[src/rtl/timer_pkg.sv]
// timer_pkg: shared state encoding for the countdown timer controller
package timer_pkg;
    localparam int STATE_W = 2;
    typedef enum logic [STATE_W-1:0] {
        IDLE  = 2'd0,
        RUN   = 2'd1,
        PAUSE = 2'd2,
        DONE  = 2'd3
    } state_e;
endpackage

[src/rtl/tick_prescaler.sv]
// tick_prescaler: free-running divide-by-CLK_DIV strobe that freezes when disabled
module tick_prescaler #(
    parameter int CLK_DIV = 50_000_000
) (
    input  logic clk,
    input  logic reset,
    input  logic en,
    input  logic clr,
    output logic tick
);
    localparam int CW = $clog2(CLK_DIV);
    localparam logic [CW-1:0] LAST = CW'(CLK_DIV - 1);
    logic [CW-1:0] cnt_q, cnt_d;
    always_comb begin
        tick  = en && (cnt_q == LAST);
        cnt_d = (clr || tick) ? '0 : en ? cnt_q + 1'b1 : cnt_q;
    end
    always_ff @(posedge clk) begin
        if (reset) cnt_q <= '0;
        else       cnt_q <= cnt_d;
    end
endmodule

[src/rtl/countdown_timer_ctl.sv]
// countdown_timer_ctl: start/pause/clear FSM with down-counter, one-shot or auto-reload expiry
module countdown_timer_ctl
    import timer_pkg::*;
#(
    parameter int WIDTH   = 6,
    parameter int CLK_DIV = 50_000_000
) (
    input  logic                 clk,
    input  logic                 reset,
    input  logic                 start,
    input  logic                 pause,
    input  logic                 clear,
    input  logic                 reload_mode,
    input  logic [WIDTH-1:0]     sw_time,
    output logic [WIDTH-1:0]     time_set,
    output logic [WIDTH-1:0]     time_left,
    output logic [STATE_W-1:0]   state,
    output logic                 running,
    output logic                 done,
    output logic                 expired,
    output logic                 tick
);
    localparam logic [WIDTH-1:0] ONE = WIDTH'(1);
    state_e           state_q, state_d;
    logic [WIDTH-1:0] set_q, set_d, left_q, left_d;
    logic             exp_q, exp_d, pre_clr;
    tick_prescaler #(.CLK_DIV(CLK_DIV)) u_pre (
        .clk   (clk),
        .reset (reset),
        .en    (state_q == RUN),
        .clr   (pre_clr),
        .tick  (tick)
    );
    always_comb begin
        state_d = state_q;
        set_d   = set_q;
        left_d  = left_q;
        exp_d   = 1'b0;
        pre_clr = 1'b0;
        if (clear) begin
            state_d = IDLE;
            left_d  = '0;
            pre_clr = 1'b1;
        end else begin
            case (state_q)
                IDLE, DONE: if (start) begin
                    set_d   = sw_time;
                    left_d  = sw_time;
                    pre_clr = 1'b1;
                    exp_d   = (sw_time == '0);
                    state_d = (sw_time == '0) ? DONE : RUN;
                end
                RUN: begin
                    if (tick && left_q == ONE) begin
                        exp_d   = 1'b1;
                        left_d  = reload_mode ? set_q : '0;
                        state_d = reload_mode ? RUN : DONE;
                    end else if (tick && left_q > ONE) begin
                        left_d = left_q - ONE;
                    end
                    // a one-shot expiry has already moved us to DONE and outranks pause
                    if (pause && state_d == RUN) state_d = PAUSE;
                end
                default: if (start || pause) state_d = RUN;
            endcase
        end
    end
    always_ff @(posedge clk) begin
        if (reset) begin
            state_q <= IDLE;
            set_q   <= '0;
            left_q  <= '0;
            exp_q   <= 1'b0;
        end else begin
            state_q <= state_d;
            set_q   <= set_d;
            left_q  <= left_d;
            exp_q   <= exp_d;
        end
    end
    assign state     = state_q;
    assign time_set  = set_q;
    assign time_left = left_q;
    assign running   = (state_q == RUN);
    assign done      = (state_q == DONE);
    assign expired   = exp_q;
endmodule

[config.mk]
export PLATFORM = sky130hd
export DESIGN_NAME = countdown_timer_ctl
export DESIGN_NICKNAME = d
export VERILOG_FILES = /design/src/rtl/timer_pkg.sv /design/src/rtl/tick_prescaler.sv /design/src/rtl/countdown_timer_ctl.sv
export SDC_FILE = /design/constraint.sdc
export NUM_CORES = 1
export LEC_CHECK = 0
export CORE_ASPECT_RATIO = 1.5
export CORE_MARGIN = 10
export CORE_UTILIZATION = 25
export CTS_BUF_LIST = sky130_fd_sc_hd__clkbuf_16
export CTS_CLUSTER_SIZE = 30
export DETAILED_ROUTE_END_ITERATION = 16
export PLACE_DENSITY = 0.54
export SETUP_SLACK_MARGIN = 0.1
export SLEW_MARGIN = 20
export SYNTH_ARGS = -nofsm -noshare
export SYNTH_HDL_FRONTEND = slang
export SYNTH_SLANG_ARGS = --single-unit
[constraint.sdc]
create_clock -name clk -period 6.5 [get_ports clk]
set_clock_uncertainty 0.2 [all_clocks]
set_input_delay 1.3 -clock clk [delete_from_list [all_inputs] [get_ports clk]]
set_output_delay 1.3 -clock clk [all_outputs]
set_load 0.01 [all_outputs]
==> metrics.cfg <==
[setup_path]
path_max_fanout = 22
cp_cell_sequence = inv_1 > ha_1 > and4_4 > nand4_1 > or3_1 > inv_2 > clkdlybuf4s50_1
required_ns = 5.00
cp-end-kind = output pin
critPathTopFamily = simple AND/OR/NAND/NOR gates
crit_arrival_ns = 3.15
cp-start-kind = flip-flop
slowest_delay_ns = 0.65
slowest_stage = ha_1
crit_buf_inv = 3
crit_type = reg2out

[logic_synthesis]
ys_top_cells_by_area = dfxtp_1 37%, nor2_1 7.9%, xor2_1 7.9%, nand4_1 4.5%, nand2_1 3.9%
synthDistinctLibCells = 49
syn_nets = 283
avgSynthCellArea_um2 = 8.385
netlist_area_um2 = 2222
ys_seq_elements = 41
ys_seq_area_frac = 0.3694
synth_top_area_frac = 0.3694
yosys.area.top_type = dfxtp_1
synth_edf_count = 0
yosys_warnings = 0
synthArstFlopShare = 0
syn_inst = 265
ys.flop_type = dfxtp_1

[cells_and_area]
num-nets-final = 307
drive_gt1_frac = 0.07586
area_growth_pct = 23.76
diodes = 0
layout.cells.non_filler = 400

[sta]
rsz0062_at_grt = false
worstMarginPinSlew_ns = 0.7693
maxSlewHeadroom = 0.4871
fin_crit_ns = 4.652
maxSlewViolCount = 0
fin_crit_sh = 0.7156
setup_viol = 0
fmax_mhz = 215.0
tns_ns = 0
final_hold_viol_count = 0
hold_slack_ns = 0.2959

[drt]
wl_per_cell_um = 13.58
drt.antenna.violating_nets = 0
drt_wl_total_um = 5430
vias = 1917
drtIter0Drc = 73
vias_per_cell = 4.793
drc = 0
dr.pass1.iters = 4

[cts]
cts-root-buf = clkbuf_16
cts_resized = 0
clkLatencyLatePin_ns = 0.28
cts_inserted_buffers = 5
cts.clk_slew.worst_paths_ns = 0.06
htree_levels = 2
cts.sinks = 41
ctsHoldBuffers = 0
cts_tree = done
postCtsSetupBuffers = 0
clockBufferDepth = 2

[power_and_ir_drop]
power_mw = 0.5881
cellPowerDensity_nw_per_um2 = 213.9
ir_drop_uv = 90.79
p_leak_nw = 0.9485

[global_route]
grt_max_degree = 27
grt_usage = 0.08368
grt_pass1_vias = 1950
antenna_found_initial = 0
grt_pass1_wl_um = 9225
overflow = 0

[die]
die_h_um = 135.5
start_util = 0.2532
die_x_um = 96.98
num_io_pins = 30
row_count = 42
fp.coreArea_um2 = 8776
die_area_um2 = 13140

[placement]
port_buffers = 29
dp_cells = 392
routabilityCongestion = 0.8056
hpwlAfterDp_um = 4156

[run_status]
outcome = complete, no violations

[min_path]
min_path_type = reg2reg

[job]
cap_violations = 0

[layout by cell type, fill, tap and decap left out, drive strengths merged, types with 2 or more instances in the layout]
cell type	synthesis	final
or4	2	2
nor2	47	47
xor2	20	20
ha	6	6
inv	6	7
mux2i	8	8
or3	3	3
nor3	6	6
nand2	25	25
o22ai	3	3
xnor2	5	5
nor4b	2	2
a31oi	4	4
a211oi	2	2
a21oi	9	9
dfxtp	41	41
nand3	12	12
o211ai	2	2
clkbuf	7	5
nor4	2	2
o31ai	4	4
and4	5	5
clkdlybuf4s50	0	29
nand4	16	16
or2	3	3
and2b	2	2
o21ai	9	9
[flip-flops by register name (all words and copies together) (netlist names)]
register and cells:
state 2, u_pre.cnt_q 26, time_left 6, time_set 6
expired 1
[cell usage after synthesis, drive strengths merged, types with 2 or more instances]
| master | instances |
|---|---|
| nand2 | 25 |
| o31ai | 4 |
| clkbuf | 7 |
| nor4 | 2 |
| a211oi | 2 |
| or2 | 3 |
| nor2 | 47 |
| ha | 6 |
| or3 | 3 |
| inv | 6 |
| a31oi | 4 |
| a21oi | 9 |
| and4 | 5 |
| and2b | 2 |
| mux2i | 8 |
| o211ai | 2 |
| o22ai | 3 |
| nand4 | 16 |
| xnor2 | 5 |
| o21ai | 9 |
| dfxtp | 41 |
| nand3 | 12 |
| or4 | 2 |
| xor2 | 20 |
| nor4b | 2 |
| buf | 5 |
| nor3 | 6 |
[layer usage]
| metal | vias up | part of all wire | GRT usage |
|---|---|---|---|
| met5 | - | 0 | 0 |
| met4 | 0 | 0.021 | 0.03865 |
| met3 | 9 | 0.043 | 0.02196 |
| met2 | 34 | 0.55 | 0.1636 |
| met1 | 896 | 0.38 | 0.07868 |
| li1 | 978 | - | - |
[worst paths after layout]
| path | startpoint | to | slack (ns) | cells after the start |
|---|---|---|---|---|
| hold reg to reg | u_pre.cnt_q[23] | u_pre.cnt_q[23] | 0.30 | 2 |
| hold / removal | u_pre.cnt_q[23] | u_pre.cnt_q[23] | 0.30 | 2 |
| setup reg to reg | state[1] | u_pre.cnt_q[7] | 3.47 | 7 |
| setup / recovery | state[1] | tick | 1.85 | 7 |
[worst reg2reg max path: cells and delay by family, from the launching register on]
family	cells	cell delay (ns)
and+or+nand+nor	5	1.60
buffers and inverters	1	0.09
DFF	1	0.36
adders and majority gates	1	0.65
[logic make-up after synthesis]
group	count (synthesis)	synth area share
AOI/OAI and AO/OA	35	0.09797
xor gates and xnor gates	25	0.09854
and+or+nand+nor	131	0.3193
DFF	41	0.3694
adders and majority gates	6	0.03378
buffers and inverters	18	0.03829
muxes	9	0.04279
[power by group]
group          internal, mW  total, mW  switching (mW)  leakage, nW
logic                0.0263     0.0566          0.0304        0.534
registers             0.255      0.260         0.00521        0.331
clock network         0.178      0.271          0.0928       0.0826
total                 0.460      0.588           0.128        0.949
[through the flow]
| step | cell area [um2] | setup slack [ns] | utilization |
|---|---|---|---|
| floorplan | 2222 | 3.307 | - |
| global placement | 2587 | 2.222 | 0.2948 |
| detailed placement | 2587 | 2.162 | 0.2948 |
| CTS | 2750 | 1.837 | 0.3134 |
| global route | 2750 | 1.674 | 0.3134 |
| finish | 2750 | 1.848 | 0.3134 |
[final cells by class]
cell class | count | area (um2)
well taps | 110 | 137.6
multi-input cells | 206 | 1316
repair buffers | 29 | 290.3
clock buffers | 5 | 125.1
clock inverters | 3 | 37.54
inverters | 6 | 22.52
flip-flops and latches | 41 | 820.8
fillers | 895 | 6026
(Power assumes the default switching activity.)
